[src/rtl/adc_serial_capture_pkg.sv]
// adc_capture_pkg: shared types and sizing helpers for adc_serial_capture.
//   state_e       - capture FSM states
//   frame_bits()  - serial frame length (leading zeros + data bits)
//   cnt_width()   - width of the shared bit/quiet counter
package adc_capture_pkg;

  typedef enum logic [1:0] {
    IDLE,
    SETUP,
    SHIFT,
    QUIET
  } state_e;

  function automatic int frame_bits(input int lead_zeros, input int data_w);
    return lead_zeros + data_w;
  endfunction

  // The counter must hold the largest terminal value itself (the bit count
  // reaches FRAME_BITS, the quiet count reaches QUIET_CYC), hence the +1.
  function automatic int cnt_width(input int clk_div, input int quiet_cyc,
                                   input int frame_len);
    int m;
    m = clk_div;
    if (quiet_cyc > m) m = quiet_cyc;
    if (frame_len > m) m = frame_len;
    return $clog2(m + 1);
  endfunction

endpackage

[src/rtl/adc_serial_capture_if.sv]
// adc_serial_capture_if: control, ADC pin and sample bus of the capture engine.
//   enable/trig          - conversion control (continuous / single shot)
//   adc_sdata            - one serial data line per channel
//   adc_sclk/adc_csn     - shared serial clock (idles high) and chip select
//   data/lead_err        - registered samples and leading-zero error flags
//   data_valid/busy      - publish strobe and frame-in-progress flag
// master = capture engine side, slave = system/ADC side.
interface adc_serial_capture_if #(
  parameter int NUM_CH = 2,
  parameter int DATA_W = 12
);
  logic                     enable;
  logic                     trig;
  logic [NUM_CH-1:0]        adc_sdata;
  logic                     adc_sclk;
  logic                     adc_csn;
  logic [NUM_CH*DATA_W-1:0] data;
  logic [NUM_CH-1:0]        lead_err;
  logic                     data_valid;
  logic                     busy;

  modport master (
    input  enable, trig, adc_sdata,
    output adc_sclk, adc_csn, data, lead_err, data_valid, busy
  );

  modport slave (
    output enable, trig, adc_sdata,
    input  adc_sclk, adc_csn, data, lead_err, data_valid, busy
  );
endinterface

[src/rtl/adc_serial_capture_sclk_gen.sv]
// adc_sclk_gen: SCLK half-period generator.
//   clk, rst  - system clock, async active-high reset
//   clr       - hold counter at 0 and sclk high (takes priority)
//   sclk      - serial clock, CLK_DIV clk cycles per half period, idles high
//   rise_stb  - high in the cycle whose closing edge drives sclk high
//   fall_stb  - high in the cycle whose closing edge drives sclk low
module adc_sclk_gen #(
  parameter int CLK_DIV = 4
) (
  input  logic clk,
  input  logic rst,
  input  logic clr,
  output logic sclk,
  output logic rise_stb,
  output logic fall_stb
);
  localparam int CW = (CLK_DIV > 1) ? $clog2(CLK_DIV) : 1;
  localparam logic [CW-1:0] LAST = CW'(CLK_DIV - 1);

  logic [CW-1:0] cnt_q, cnt_d;
  logic          sclk_q, sclk_d;

  // Strobes are not gated by clr so the parent can use them to decide clr.
  assign rise_stb = (cnt_q == LAST) && !sclk_q;
  assign fall_stb = (cnt_q == LAST) &&  sclk_q;
  assign sclk     = sclk_q;

  always_comb begin
    cnt_d  = cnt_q;
    sclk_d = sclk_q;
    if (clr) begin
      cnt_d  = '0;
      sclk_d = 1'b1;
    end else if (cnt_q == LAST) begin
      cnt_d  = '0;
      sclk_d = ~sclk_q;
    end else begin
      cnt_d  = cnt_q + 1'b1;
    end
  end

  always_ff @(posedge clk or posedge rst) begin
    if (rst) begin
      cnt_q  <= '0;
      sclk_q <= 1'b1;
    end else begin
      cnt_q  <= cnt_d;
      sclk_q <= sclk_d;
    end
  end
endmodule

[src/rtl/adc_serial_capture.sv]
// adc_serial_capture: multi-channel capture engine for AD7476-class ADCs.
//   clk, rst  - system clock, async active-high reset
//   bus       - adc_serial_capture_if master: enable/trig in, ADC pins,
//               data/lead_err/data_valid/busy out
// One shared csn/sclk; NUM_CH data lines shifted in MSB-first on each sclk
// rise. Each frame is LEAD_ZEROS zero bits followed by DATA_W data bits.
module adc_serial_capture
  import adc_capture_pkg::*;
#(
  parameter int NUM_CH     = 2,
  parameter int DATA_W     = 12,
  parameter int LEAD_ZEROS = 4,
  parameter int CLK_DIV    = 4,
  parameter int QUIET_CYC  = 8
) (
  input logic                  clk,
  input logic                  rst,
  adc_serial_capture_if.master bus
);
  localparam int FRAME_BITS = frame_bits(LEAD_ZEROS, DATA_W);
  localparam int CNT_W      = cnt_width(CLK_DIV, QUIET_CYC, FRAME_BITS);
  localparam logic [CNT_W-1:0] LAST_BIT  = CNT_W'(FRAME_BITS);
  localparam logic [CNT_W-1:0] QUIET_END = CNT_W'(QUIET_CYC);

  state_e                   state_q, state_d;
  logic [CNT_W-1:0]         cnt_q, cnt_d;
  logic [NUM_CH*DATA_W-1:0] data_q, data_d;
  logic [NUM_CH-1:0]        lead_err_q, lead_err_d;
  logic                     valid_q, valid_d;

  logic sclk, rise_stb, fall_stb, sclk_clr;
  logic shift_en, frame_end;

  logic [DATA_W-1:0] frame_data_a [NUM_CH];
  logic              frame_lz_a   [NUM_CH];

  adc_sclk_gen #(.CLK_DIV(CLK_DIV)) u_sclk_gen (
    .clk      (clk),
    .rst      (rst),
    .clr      (sclk_clr),
    .sclk     (sclk),
    .rise_stb (rise_stb),
    .fall_stb (fall_stb)
  );

  for (genvar i = 0; i < NUM_CH; i++) begin : g_ch
    logic [FRAME_BITS-1:0] shreg_q, shreg_d;

    always_comb begin
      shreg_d = shreg_q;
      if (shift_en) shreg_d = {shreg_q[FRAME_BITS-2:0], bus.adc_sdata[i]};
    end

    always_ff @(posedge clk or posedge rst) begin
      if (rst) shreg_q <= '0;
      else     shreg_q <= shreg_d;
    end

    assign frame_data_a[i] = shreg_q[DATA_W-1:0];
    if (LEAD_ZEROS > 0) begin : g_lz
      assign frame_lz_a[i] = |shreg_q[FRAME_BITS-1:DATA_W];
    end else begin : g_no_lz
      assign frame_lz_a[i] = 1'b0;
    end
  end

  // The sclk generator is cleared outside SETUP/SHIFT and on the closing edge
  // of the last high phase, so sclk never glitches low as csn rises.
  assign sclk_clr = (state_q == IDLE) || (state_q == QUIET) || frame_end;

  always_comb begin
    state_d    = state_q;
    cnt_d      = cnt_q;
    data_d     = data_q;
    lead_err_d = lead_err_q;
    valid_d    = 1'b0;
    shift_en   = 1'b0;
    frame_end  = 1'b0;
    case (state_q)
      IDLE: begin
        cnt_d = '0;
        if (bus.enable || bus.trig) state_d = SETUP;
      end
      SETUP: begin
        if (fall_stb) state_d = SHIFT;
      end
      SHIFT: begin
        if (rise_stb) begin
          shift_en = 1'b1;
          cnt_d    = cnt_q + 1'b1;
        end else if (fall_stb && (cnt_q == LAST_BIT)) begin
          frame_end = 1'b1;
          cnt_d     = '0;
          valid_d   = 1'b1;
          state_d   = QUIET;
          for (int unsigned i = 0; i < NUM_CH; i++) begin
            data_d[i*DATA_W +: DATA_W] = frame_data_a[i];
            lead_err_d[i]              = frame_lz_a[i];
          end
        end
      end
      QUIET: begin
        // Counts 0..QUIET_CYC inclusive: csn stays high QUIET_CYC+1 cycles,
        // giving the frame period CLK_DIV*(1+2*FRAME_BITS)+QUIET_CYC+1.
        if (cnt_q == QUIET_END) begin
          cnt_d   = '0;
          state_d = bus.enable ? SETUP : IDLE;
        end else begin
          cnt_d = cnt_q + 1'b1;
        end
      end
      default: state_d = IDLE;
    endcase
  end

  always_ff @(posedge clk or posedge rst) begin
    if (rst) begin
      state_q    <= IDLE;
      cnt_q      <= '0;
      data_q     <= '0;
      lead_err_q <= '0;
      valid_q    <= 1'b0;
    end else begin
      state_q    <= state_d;
      cnt_q      <= cnt_d;
      data_q     <= data_d;
      lead_err_q <= lead_err_d;
      valid_q    <= valid_d;
    end
  end

  // csn/busy decode the state register directly so async reset forces
  // csn high at once.
  assign bus.adc_csn    = (state_q == IDLE) || (state_q == QUIET);
  assign bus.busy       = (state_q != IDLE);
  assign bus.adc_sclk   = sclk;
  assign bus.data       = data_q;
  assign bus.lead_err   = lead_err_q;
  assign bus.data_valid = valid_q;
endmodule

[src/flat_wrapper.sv]
// flat-port wrapper written by rule: the top's interface ports become plain ports
module adc_serial_capture_flat import adc_capture_pkg::*;
#(
  parameter int NUM_CH     = 2,
  parameter int DATA_W     = 12,
  parameter int LEAD_ZEROS = 4,
  parameter int CLK_DIV    = 4,
  parameter int QUIET_CYC  = 8
)
  (clk, rst, bus_enable, bus_trig, bus_adc_sdata, bus_adc_sclk, bus_adc_csn, bus_data, bus_lead_err, bus_data_valid, bus_busy);
  adc_serial_capture_if #(.NUM_CH(NUM_CH), .DATA_W(DATA_W)) bus_i ();
  input logic clk;
  input logic rst;
  input wire logic [$bits(bus_i.enable)-1:0] bus_enable;
  input wire logic [$bits(bus_i.trig)-1:0] bus_trig;
  input wire logic [$bits(bus_i.adc_sdata)-1:0] bus_adc_sdata;
  output wire logic [$bits(bus_i.adc_sclk)-1:0] bus_adc_sclk;
  output wire logic [$bits(bus_i.adc_csn)-1:0] bus_adc_csn;
  output wire logic [$bits(bus_i.data)-1:0] bus_data;
  output wire logic [$bits(bus_i.lead_err)-1:0] bus_lead_err;
  output wire logic [$bits(bus_i.data_valid)-1:0] bus_data_valid;
  output wire logic [$bits(bus_i.busy)-1:0] bus_busy;
  assign bus_i.enable = bus_enable;
  assign bus_i.trig = bus_trig;
  assign bus_i.adc_sdata = bus_adc_sdata;
  assign bus_adc_sclk = bus_i.adc_sclk;
  assign bus_adc_csn = bus_i.adc_csn;
  assign bus_data = bus_i.data;
  assign bus_lead_err = bus_i.lead_err;
  assign bus_data_valid = bus_i.data_valid;
  assign bus_busy = bus_i.busy;
  adc_serial_capture #(.NUM_CH(NUM_CH), .DATA_W(DATA_W), .LEAD_ZEROS(LEAD_ZEROS), .CLK_DIV(CLK_DIV), .QUIET_CYC(QUIET_CYC)) u_core (.clk(clk), .rst(rst), .bus(bus_i));
endmodule
[config.mk]
export PLATFORM = sky130hd
export DESIGN_NAME = adc_serial_capture_flat
export DESIGN_NICKNAME = d
export VERILOG_FILES = /design/src/rtl/adc_serial_capture_pkg.sv /design/src/rtl/adc_serial_capture_if.sv /design/src/rtl/adc_serial_capture_sclk_gen.sv /design/src/rtl/adc_serial_capture.sv /design/src/flat_wrapper.sv
export SDC_FILE = /design/constraint.sdc
export NUM_CORES = 1
export LEC_CHECK = 0
export ABC_CLOCK_PERIOD_IN_PS = 2850
export CAP_MARGIN = 5
export CORE_MARGIN = 4
export CORE_UTILIZATION = 48
export CTS_BUF_LIST = sky130_fd_sc_hd__clkbuf_8
export DETAILED_ROUTE_END_ITERATION = 6
export PLACE_DENSITY = 0.74
export SLEW_MARGIN = 10
export SYNTH_ARGS = -nofsm -noshare
export SYNTH_HDL_FRONTEND = slang
export SYNTH_SLANG_ARGS = --single-unit
[constraint.sdc]
create_clock -name clk -period 2.85 [get_ports clk]
set_input_delay 0.57 -clock clk [delete_from_list [all_inputs] [get_ports clk]]
set_output_delay 0.57 -clock clk [all_outputs]
set_load 0.01 [all_outputs]
==> flow_summary.ini, run 1 <==
[status]
status = completed

[clocking]
cts_buffers = 9
numClockSinks = 69
cts_hold_buf = 0
clkTransAtPathRegs_ps = 60
clockBufferDepth = 2
insertion_delay_ps = 320
postCtsResizedCells = 0
postCtsSetupBuffers = 0
cts_tree = done
cts_root_buf = clkbuf_8
ctsHtreeMaxLevel = 3

[route]
wirelength_mm = 4.36
drc = 0
post_drt_wl_per_cell_um = 14.2
initialDrtViolationCount = 89
viasPerCell = 5.23
first_pass_iters = 4
ant_nets = 0
vias = 1607

[die]
boundaryPins = 36
initial_core_util_pct = 50.1
die_h_um = 84.3
fp-row-count = 27
core_area_sq_um = 5570
die_w_um = 84.3
die_area_sq_um = 7100

[sta]
relSlewSlack_pct = 61.3
skew_ps = 2.37
setup_viol = 0
worst_slew_pin_slew_ps = 576
timing.setup.tns_ps = 0
setup_ws_ps = 511
hold_viol = 0
fmax_ghz = 0.427
fin_crit_sh_pct = 82.1
drv_slew = 0
period_minus_slack_ps = 2340
rsz0062_at_grt = false

[layout]
areaGrowthSynthToFinish_pct = 22.9
antenna_cells = 0
fin_nets = 244
mostFrequentLayoutCells = dfrtp_1, mux2_2, clkdlybuf4s50_1, clkbuf_8, inv_1
multiInputGateArea_sq_um = 1000
final_cell_area_sq_um = 3430
fill_cells = 446
final_core_util_pct = 61.6
layout_commonest_cell = dfrtp_1
regArea_sq_um = 1730
drive_gt1_share_pct = 32.8

[logic_synthesis]
synth-edff-count = 0
netlist_area_sq_um = 2790
synth_warnings = 0
synth-seq-cells = 69
synthDistinctLibCells = 30
async_flop_share_pct = 100
syn_inst = 188
syn_avg_cell_area_sq_um = 14.9
synth_nets = 201
synth_flop_cell = dfrtp_1
synth.yosys.seq_area_share_pct = 61.9

[placed_design]
hpwl_mm = 2.86
gp_congestion = 0.785
port_buffers = 35
postPlaceCellArea_sq_um = 3250
pre_cts_slack_ps = 827

[worst_setup_path]
r2r_start = u_core.cnt_q[0]$_DFFE_PP0P_
timing.critical_path.slowest_stage_cell = clkdlybuf4s50_1
critPathCapture = bus_adc_csn
cpMostUsedCell = inv_1
rrSetupSlack_ps = 820
endpoint_kind = output pin
path_cells = inv_1 > ha_1 > inv_1 > clkdlybuf4s50_1
slowest_delay_ps = 540
rr_worst_depth = 7
critPathMaxFanout = 4
crit_path_start = u_core.state_q[0]$_DFFE_PP0P_
path_class = flip-flop to output pin
required_ps = 2280
r2r-end = u_core.bus.data[21]$_DFFE_PP0P_
start_kind = flip-flop
arrival_ps = 1770

[global_routing]
grt_pass1_wl_mm = 7.69
grtUsageTotal_pct = 13.7
grt_antenna_before_repair = 0
gr-total-overflow = 0
grt_max_degree = 70
grt_pass1_vias = 1560

[hold_path]
hold_class = flip-flop to flip-flop

[pwr]
pwr_density_cell_nw_per_um2 = 653
ir_worst_vdd_mv = 0.314
leakagePower_nw = 1.72

[job]
max-cap-violations = 0
-- critical path, delay by kind of cell (launching register included) --
family / cells / cell delay (ps)
fa+ha+maj: 1 / 320
buf+inv: 3 / 740
flops: 1 / 390
-- state kept, by name (all words and copies together), names as in the netlist --
name and flops:
u_core.cnt_q 5, u_core.bus.data 24, u_core.bus.lead_err 2, u_core.bus.data_valid 1, u_core.u_sclk_gen.sclk 1, u_core.state_q 2, u_core.u_sclk_gen.cnt_q 2, u_core.g_ch.shreg_q 32
-- routing by layer --
layer	vias up	track usage, %	routed length (um)
li1	755	-	-
met1	807	19.0	2070
met2	35	19.0	1990
met3	10	4.02	203
met4	0	7.89	99
met5	-	0	0
-- Yosys cell counts, types with 2 or more instances --
master,count,area (sq um)
dfrtp_1,68,1700
mux2_2,58,653
inv_1,9,33.8
ha_1,7,87.6
nand2_1,6,22.5
nand3_1,4,20.0
a2bb2oi_1,3,26.3
buf_2,3,15.0
clkbuf_1,3,11.3
nand4bb_1,2,22.5
nor2_1,2,7.51
nor2b_1,2,12.5
o21ai_0,2,10.0
o31ai_1,2,15.0
or4_1,2,15.0
-- per-stage QoR --
stage               hold WS [ps]  std cells  total power [mW]
floorplan                    408        188              1.42
global placement             425        292              1.55
detailed placement           429        292              1.57
CTS                          443        307              2.27
global route                 461        307              2.37
finish                       437        307              2.24
-- logic make-up (layout without fill, tap and decap cells) --
kind of cell	after synthesis	after routing	share of synthesized area, %
fa+ha+maj	7	7	3.14
buf+inv	15	62	2.15
mux	59	59	23.7
xor+xnor	1	1	0.314
flops	69	69	61.9
compound gates	14	14	4.03
simple gates	23	23	4.75
-- where the power goes --
group	internal [mW]	total, mW	switching, mW
Sequential	1.04	1.10	0.0533
Combinational	0.219	0.450	0.232
Clock	0.375	0.693	0.318
Total	1.64	2.24	0.603
-- worst min-delay path by stage --
| stage | start | slack (ps) | endpoint | cells past startpoint |
|---|---|---|---|---|
| final | u_core.u_sclk_gen.cnt_q[0]$_DFF_PP0_ | 440 | u_core.u_sclk_gen.cnt_q[0]$_DFF_PP0_ | 1 |
| after global placement | u_core.u_sclk_gen.cnt_q[0]$_DFF_PP0_ | 430 | u_core.u_sclk_gen.cnt_q[0]$_DFF_PP0_ | 1 |
| after floorplan | u_core.u_sclk_gen.cnt_q[0]$_DFF_PP0_ | 410 | u_core.u_sclk_gen.cnt_q[0]$_DFF_PP0_ | 1 |
| after CTS | u_core.u_sclk_gen.cnt_q[0]$_DFF_PP0_ | 440 | u_core.u_sclk_gen.cnt_q[0]$_DFF_PP0_ | 1 |
| after global routing | u_core.u_sclk_gen.cnt_q[0]$_DFF_PP0_ | 460 | u_core.u_sclk_gen.cnt_q[0]$_DFF_PP0_ | 1 |
| after detailed placement | u_core.u_sclk_gen.cnt_q[0]$_DFF_PP0_ | 430 | u_core.u_sclk_gen.cnt_q[0]$_DFF_PP0_ | 1 |
-- cell type report --
type / instances / share of cell area (%)
sequential: 69 / 50.3
multi-input combinational: 104 / 29.3
timing repair buffer: 38 / 11.6
clock buffer: 12 / 4.81
tap: 72 / 2.62
inverter: 9 / 0.984
clock inverter: 3 / 0.365
Note: power is estimated with default switching activity, not from simulation.
==> run 2: changes to the inputs <==
--- a/config.mk
+++ b/config.mk
@@ -5,7 +5,7 @@
 export SDC_FILE = /design/constraint.sdc
 export NUM_CORES = 1
 export LEC_CHECK = 0
-export ABC_CLOCK_PERIOD_IN_PS = 2850
+export ABC_CLOCK_PERIOD_IN_PS = 2300
 export CAP_MARGIN = 5
 export CORE_MARGIN = 4
 export CORE_UTILIZATION = 48
==> constraint.sdc (replaced) <==
create_clock -name clk -period 2.3 [get_ports clk]
set_input_delay 0.46 -clock clk [delete_from_list [all_inputs] [get_ports clk]]
set_output_delay 0.46 -clock clk [all_outputs]
set_load 0.01 [all_outputs]
==> run 2 against run 1 <==
  * Count of clock-buffer cells in the layout down 2
  * Register-to-register slack worse by 470 ps
  * Clock power up 36%
  * Die area unchanged
  * Sequential cell count unchanged
  * Cell count up 0.98%
  * First-iteration DRC count down 18%
  * Design area up 0.18%
  * Sequential share of layout area down 0.092 points
  * Clock skew up 3.6 ps
  * Setup slack worse by 340 ps
  * Via count unchanged
  * Critical endpoint is now bus_busy
==> flow_summary.ini, run 2 (synthesis results as in run 1) <==
[status]
status = completed

[clocking]
cts_buffers = 9
clockBufferDepth = 2
ctsHtreeMaxLevel = 3
clkTransAtPathRegs_ps = 70
numClockSinks = 69
cts_hold_buf = 0
cts_root_buf = clkbuf_8
cts_tree = done
insertion_delay_ps = 330

[pwr]
combPwrFrac_pct = 19.6
p_switching_mw = 0.786
ir_worst_vdd_mv = 0.453
clockPowerShare_pct = 32.9
leakagePower_nw = 1.73
internal_power_mw = 2.08
power_switching_share_pct = 27.4
pwr_density_cell_nw_per_um2 = 833
p_seq_share_pct = 47.5

[worst_setup_path]
required_ps = 1840
r2r_start = u_core.state_q[0]$_DFFE_PP0P_
start_kind = flip-flop
rrSetupSlack_ps = 350
arrival_ps = 1670
rr_worst_depth = 6
endpoint_kind = output pin
r2r-end = u_core.cnt_q[3]$_DFFE_PP0P_
critPathMaxFanout = 4
path_class = flip-flop to output pin

[route]
drc = 0
first_pass_iters = 4
viasPerCell = 5.18
ant_nets = 0
post_drt_wl_per_cell_um = 14.7
initialDrtViolationCount = 73
vias = 1607
wirelength_mm = 4.57

[sta]
timing.setup.tns_ps = 0
setup_viol = 0
relSlewSlack_pct = 62.6
period_minus_slack_ps = 2130
drv_slew = 0
hold_viol = 0
skew_ps = 5.98
worst_slew_pin_slew_ps = 556
fin_crit_sh_pct = 92.5
fmax_ghz = 0.470
rsz0062_at_grt = false

[job]
max-cap-violations = 0

[placed_design]
gp_congestion = 0.788
hpwl_mm = 3.06
post-place-cells = 294
port_buffers = 35

[die]
boundaryPins = 36
die_area_sq_um = 7100
core_area_sq_um = 5570
die_h_um = 84.3
fp-row-count = 27
die_w_um = 84.3
initial_core_util_pct = 50.1

[layout]
antenna_cells = 0
instances_no_fill = 310
top_register = u_core.g_ch.shreg_q
areaGrowthSynthToFinish_pct = 23.1
fin_nets = 246
layout_commonest_cell = dfrtp_1
drive_gt1_share_pct = 34.0
mostFrequentLayoutCells = dfrtp_1, mux2_2, clkdlybuf4s50_1, clkbuf_8, inv_1
largest_reg_flops = 32

[global_routing]
grt_antenna_before_repair = 0
grt_pass1_wl_mm = 8.16
grtUsageTotal_pct = 14.5
grt_max_degree = 44
gr-total-overflow = 0
grt_pass1_vias = 1674

[hold_path]
hold_path.startpoint = u_core.u_sclk_gen.cnt_q[0]$_DFF_PP0_
hold_class = flip-flop to flip-flop
hold_end = u_core.u_sclk_gen.cnt_q[0]$_DFF_PP0_
hold-path-cell-count = 1
==> run 2: changes by cell type in the layout (fill, tap and decap cells not counted), sizes merged <==
cell | before | now
buf | 3 | 5
dlymetal6s2s | 0 | 1
inv | 11 | 10
clkbuf | 12 | 10
clkinv | 1 | 4
clkdlybuf4s50 | 35 | 34
bufinv | 0 | 1
==> run 2: power by group through the flow <==
stage          clock network, mW  logic [mW]  registers [mW]
6_report                   0.941       0.562            1.36
5_1_grt                     1.04       0.621            1.37
4_1_cts                    0.973       0.571            1.36
3_5_place_dp                   0       0.569            1.38
3_3_place_gp                   0       0.539            1.38
2_1_floorplan                  0       0.387            1.37
==> run 2: routing by layer <==
| metal | track usage (%) | share of wire [%] | up-vias |
|---|---|---|---|
| met2 | 20.2 | 45 | 30 |
| met5 | 0 | 0 | - |
| met4 | 6.58 | 1.6 | 0 |
| li1 | - | - | 763 |
| met3 | 4.91 | 4.5 | 7 |
| met1 | 20.4 | 49 | 807 |
==> run 2: critical path, stage by stage (launching register included) <==
cell             delay (ps)
dfrtp_1                 400
inv_1                   100
ha_1                    230
inv_1                    80
clkdlybuf4s50_1         530
==> run 2: layout make-up <==
cell class	count	area [sq um]
multi-input cells	104	1000
clock buffers	10	138
clock inverters	6	53.8
inverters	9	33.8
well taps	72	90.1
flip-flops and latches	69	1730
repair buffers	40	390
fillers	447	2140
==> run 2: worst max path at each step <==
| stage | cells past startpoint | end | start |
|---|---|---|---|
| floorplan | 1 | u_core.bus.data[0]$_DFFE_PP0P_ | rst |
| global placement | 4 | bus_adc_csn | u_core.state_q[0]$_DFFE_PP0P_ |
| detailed placement | 6 | u_core.cnt_q[4]$_DFFE_PP0P_ | u_core.state_q[0]$_DFFE_PP0P_ |
| CTS | 4 | bus_adc_csn | u_core.state_q[0]$_DFFE_PP0P_ |
| global route | 4 | bus_busy | u_core.state_q[0]$_DFFE_PP0P_ |
| finish | 4 | bus_busy | u_core.state_q[0]$_DFFE_PP0P_ |
==> run 2: through the flow <==
| stage | total power [mW] | utilization, % | setup WS (ps) | hold slack [ps] | cell area [sq um] |
|---|---|---|---|---|---|
| 6_report | 2.86 | 61.7 | 171 | 460 | 3440 |
| 3_3_place_gp | 1.92 | 58.2 | 446 | 430 | 3240 |
| 2_1_floorplan | 1.76 | - | 102 | 408 | 2790 |
| 4_1_cts | 2.91 | 61.6 | 29.3 | 472 | 3440 |
| 3_5_place_dp | 1.95 | 58.2 | 377 | 461 | 3240 |
| 5_1_grt | 3.03 | 61.7 | 82.8 | 483 | 3440 |
==> run 2: timing repair <==
action                                  4_1_cts  5_1_grt
endpoints found under the setup margin        0        1
resized for setup                             0        1
setup buffers                                 0        0
==> RTL change 1: new RTL, settings of run 2 <==
`QUIET_CYC` is set to 8 in 2 places; all go to 16.
--- a/src/rtl/adc_serial_capture.sv
+++ b/src/rtl/adc_serial_capture.sv
@@ -12,5 +12,5 @@
   parameter int LEAD_ZEROS = 4,
   parameter int CLK_DIV    = 4,
-  parameter int QUIET_CYC  = 8
+  parameter int QUIET_CYC  = 16
 ) (
   input logic                  clk,
--- a/src/flat_wrapper.sv
+++ b/src/flat_wrapper.sv
@@ -6,5 +6,5 @@
   parameter int LEAD_ZEROS = 4,
   parameter int CLK_DIV    = 4,
-  parameter int QUIET_CYC  = 8
+  parameter int QUIET_CYC  = 16
 )
   (clk, rst, bus_enable, bus_trig, bus_adc_sdata, bus_adc_sclk, bus_adc_csn, bus_data, bus_lead_err, bus_data_valid, bus_busy);
Check against the original RTL: same outputs for any inputs over 10 cycles, from zero or initial values and one cycle with rst high; that may be too few to reach the edited logic, so the function may still have changed.
==> RTL change 1 against run 2 <==
Setup slack barely moved. Power fell by 2.2%. Global-route usage fell by 0.69 points. Sequential cell count did not move. Clock skew rose by 0.0023 ns. Via count rose by 0.25%. Die area rose by 1.5%. Combinational power fell by 0.9%. Cell count did not move. Cell area rose by 1.2%. Synthesized area rose by 1.7%. Critical path depth did not move. Largest power group unchanged. Wire length fell by 5.2%.
==> RTL change 1: results (changes against run 2) <==
Route
  • Initial drt markers: 120 (+64%)
  • WL met1: 2090 um (-7.6%)
  • Met2 wire length: 2000 um (-1.8%)
  • DR vias/cell: 5.20 (+0.25%)
  • Vias after detailed routing: 1611 (+0.25%)

Global route
  • Overall Global Routing Usage: 0.138 (-0.00686)
  • Met2 usage: 0.208 (+0.00553)
  • Largest net degree at the start of global routing: 70 (+59%)
  • Global-route wire length before repair: 7780 um (-4.7%)
  • Vias in the first global route: 1700 (+1.6%)

Pwr
  • Leakage: 0.00175 uW (+0.71%)
  • Power dissipated by switching net loads: 768 uW (-2.3%)
  • Worst supply voltage drop on vdd: 0.510 mV (+13%)

Timing
  • Slew at the pin closest to its max-slew limit: 0.349 ns (-0.207 ns)
  • Shortest clock period the worst path allows after layout: 2.13 ns (+0.000481 ns)
  • Largest clock skew in the final design: 0.00828 ns (+0.00230 ns)

Setup path
  • Register-to-register setup slack: 0.39 ns (+0.04 ns)
  • Worst Reg-to-Reg Cells: 7 (+1)
  • Critical Path Source: u_core.state_q[1]$_DFFE_PP0P_
  • Worst r2r src: u_core.cnt_q[0]$_DFFE_PP0P_

Layout
  • Number of nets in the finished design: 249 (+1.2%)
  • Share of final-layout standard cells stronger than drive strength 1: 0.218 (-0.122)

Yosys
  • Synth cell types: 33 (+10%)
  • Syn_nets: 203 (+1.0%)
  • Sequential-to-total area share from yosys stat: 0.608 (-0.0104)
  • Dominant synthesized flop cell: dfrtp_1
  • Largest cells by area after synthesis: dfrtp_1 (60%), mux2_1 (13%), mux2_2 (10%)

Placed design
  • Number of cells after detailed placement: 295 (+0.34%)
  • Dpl hpwl: 2880 um (-5.9%)
  • Post-Place Worst Slack: 0.344 ns (-0.0337 ns)
  • Gp weighted congestion: 0.831 (+5.5%)

Clocking
  • Clock-pin slew reported for the worst setup and hold paths after clock tree synthesis: 0.07 ns (about the same)

Worst hold path
  • Hold endpoint: u_core.u_sclk_gen.cnt_q[0]$_DFF_PP0_

Outcome
  • Result of the run: finished, final reports clean
RTL change 1: changes by cell type in the layout (fill, tap and decap cells not counted), moves of 2 or more:
cell and change:
o311ai_2 +2, o31ai_1 -2, mux2_1 +32, nand4bb_1 -2, o21ai_1 +3, mux2_2 -32
a2bb2oi_1 -2, clkinv_2 -3, o21ai_0 -2
RTL change 1: critical path: cells and delay by family (launching register included):
family / cells / cell delay (ns)
adders and majority gates: 1 / 0.21
buffers and inverters: 3 / 0.73
DFF: 1 / 0.40
RTL change 1: power by group through the flow:
stage               registers (uW)  logic [uW]  clock network (uW)
floorplan                     1350         384                   0
global placement              1370         538                   0
detailed placement            1370         544                   0
CTS                           1340         569                 939
global route                  1340         633                1000
finish                        1340         557                 907
RTL change 1: stage by stage:
| stage | hold slack, ns | cell area, um^2 |
|---|---|---|
| after floorplan | 0.415 | 2840 |
| after global placement | 0.431 | 3290 |
| after detailed placement | 0.431 | 3290 |
| after CTS | 0.448 | 3480 |
| after global routing | 0.467 | 3480 |
| final | 0.446 | 3480 |
RTL change 1: timing repair:
item,CTS,global route
buffers inserted,1,0
gates cloned,0,0
pin swaps,0,0
endpoints found under the setup margin,1,1
resized for setup,0,1
RTL change 1: kinds of logic after synthesis:
| kind of cell | share of synthesized area |
|---|---|
| AOI/OAI and AO/OA | 0.0401 |
| xor gates and xnor gates | 0.00308 |
| adders and majority gates | 0.0352 |
| buffers and inverters | 0.0269 |
| DFF | 0.608 |
| muxes | 0.233 |
| and+or+nand+nor | 0.0529 |
RTL change 1: final cells by class:
class / count / area (um^2)
Tap cell: 72 / 90.1
Timing Repair Buffer: 41 / 410
Clock inverter: 5 / 55.1
Inverter: 10 / 37.5
Clock buffer: 9 / 124
Sequential cell: 69 / 1730
Multi-Input combinational cell: 104 / 1040
Fill cell: 452 / 2130
==> RTL change 2: new RTL, settings of run 2 <==
Without the edit above. The 4 states of `state_e` get a Gray code encoding in 2 bits.
--- a/src/rtl/adc_serial_capture_pkg.sv
+++ b/src/rtl/adc_serial_capture_pkg.sv
@@ -6,8 +6,8 @@
 
   typedef enum logic [1:0] {
-    IDLE,
-    SETUP,
-    SHIFT,
-    QUIET
+    IDLE  = 2'b00,
+    SETUP = 2'b01,
+    SHIFT = 2'b11,
+    QUIET = 2'b10
   } state_e;
 
Behaviour: same outputs for any inputs over 10 cycles, from zero or initial values and one cycle with rst high; not proved beyond that.
==> RTL change 2 against run 2 <==
Sequential power grew 21%. Synthesized area rose by 0.90%. Setup slack improved by 0.090 ns. First-iteration DRC count rose by 74%. Fmax is 4.4% higher. Cell area rose by 0.87%. Combinational power up 47%. Sequential cell count unchanged. Register-to-register slack better by 0.05 ns. Power increased by 24%. Wire length grew 6.3%.
==> RTL change 2: results (changes against run 2) <==
Clocking
  • Clock-pin slew reported for the worst setup and hold paths after clock tree synthesis: 0.06 ns
  • Root buf cell: clkbuf_8
  • H-tree lvl count: 3 (unchanged)

Yosys
  • Syn_nets: 259 (+29%)
  • Sequential-to-total area share from yosys stat: 0.613 (-0.00549)
  • Syn Inst Count: 250 (+33%)
  • Synth cell types: 35 (+17%)
  • Most used standard cells in the synthesized netlist: nand2_1 (98), dfrtp_1 (68), mux2_2 (17)
  • Largest cells by area after synthesis: dfrtp_1 (60%), nand2_1 (13%), mux2_2 (6.8%)

Timing
  • Max-slew violation count: 0 (unchanged)
  • Largest clock skew in the final design: 0.0100 ns (+0.00403 ns)
  • Slew at the pin closest to its max-slew limit: 0.480 ns (-0.0762 ns)

Route
  • Average wire per cell in the routed design: 13.2 um (-10%)
  • Vias after detailed routing: 1840 (+14%)
  • Initial drt markers: 127 (+74%)

Placed design
  • Dpl hpwl: 3200 um (+4.3%)
  • Gp weighted congestion: 0.779 (-1.2%)
  • Number of cells after detailed placement: 352 (+20%)

Outcome
  • Result of the run: finished, final reports clean

Pwr
  • Power dissipated by switching net loads: 1140 uW (+46%)
  • Leakage: 0.00177 uW (+2.2%)
  • Worst supply voltage drop on vdd: 0.521 mV (+15%)

Layout
  • Share of final-layout standard cells stronger than drive strength 1: 0.182 (-0.158)
  • Number of nets in the finished design: 300 (+22%)
  • Count of non-filler cells in the finished layout: 368 (+19%)
  • Fillcell total: 474 (+6.0%)

Setup path
  • Biggest cell delay along the critical path: 0.48 ns (-0.05 ns)
  • Arrival time reported for the critical path endpoint: 1.58 ns (-0.09 ns)
  • Critical-path cell with the highest stage delay: clkdlybuf4s50_1
  • Crit path max fanout: 8 (+4)

Global route
  • Global-route wire length before repair: 8400 um (+2.9%)
  • Overall Global Routing Usage: 0.148 (+0.00332)
  • Largest net degree at the start of global routing: 70 (+59%)
RTL change 2: cells by family after synthesis:
family          after synthesis  share of synthesized area
flops                        69                      0.613
fa+ha+maj                     3                     0.0133
mux                          27                      0.121
xor+xnor                      2                    0.00622
buf+inv                      15                     0.0324
simple gates                125                      0.190
compound gates                9                     0.0231
RTL change 2: final timing paths:
path,from,end,slack (ns),cells after the start
worst max-delay path,u_core.state_q[1]$_DFFE_PP0P_,bus_busy,0.26,2
worst max register to register,u_core.cnt_q[0]$_DFFE_PP0P_,u_core.bus.lead_err[1]$_DFFE_PP0P_,0.40,7
min in group asynchronous,rst,u_core.bus.data[18]$_DFFE_PP0P_,0.51,3
max in group asynchronous,rst,u_core.u_sclk_gen.sclk$_DFFE_PP1P_,1.45,3
worst min register to register,u_core.u_sclk_gen.cnt_q[0]$_DFF_PP0_,u_core.u_sclk_gen.cnt_q[0]$_DFF_PP0_,0.45,1
worst min-delay path,u_core.u_sclk_gen.cnt_q[0]$_DFF_PP0_,u_core.u_sclk_gen.cnt_q[0]$_DFF_PP0_,0.45,1
RTL change 2: per-stage QoR:
step / utilization / worst slack (ns) / power (uW)
floorplan: - / 0.102 / 2260
global placement: 0.579 / 0.480 / 2460
detailed placement: 0.579 / 0.404 / 2500
CTS: 0.618 / 0.246 / 3600
global route: 0.618 / 0.195 / 3790
finish: 0.618 / 0.261 / 3550
RTL change 2: worst register-to-register path: cells and delay by family, from the launching register on:
| kind | cells | cell delay (ns) |
|---|---|---|
| adder cells (fa/ha/maj) | 1 | 0.17 |
| buffers and inverters | 2 | 0.36 |
| flip-flops | 1 | 0.40 |
| multiplexers | 1 | 0.38 |
| AND/OR/NAND/NOR | 3 | 0.49 |
RTL change 2: area by class of cell:
type	instances	share of cell area
sequential	69	0.498
multi-input combinational	166	0.289
timing repair buffer	41	0.118
clock buffer	10	0.0397
tap	72	0.0260
clock inverter	6	0.0249
inverter	4	0.00433
RTL change 2: routing by layer:
| layer | track usage | share of wire | vias to the layer above | wire length, um |
|---|---|---|---|---|
| li1 | - | - | 898 | - |
| met1 | 0.188 | 0.47 | 898 | 2270 |
| met2 | 0.233 | 0.48 | 37 | 2340 |
| met3 | 0.0373 | 0.036 | 7 | 174 |
| met4 | 0.0777 | 0.017 | 0 | 81 |
| met5 | 0 | 0 | - | 0 |
RTL change 2: power by group through the flow:
stage	Combinational [uW]	Clock, uW	Sequential (uW)
finish	825	1080	1640
global route	937	1170	1680
CTS	841	1110	1640
detailed placement	837	0	1670
global placement	804	0	1650
floorplan	645	0	1610
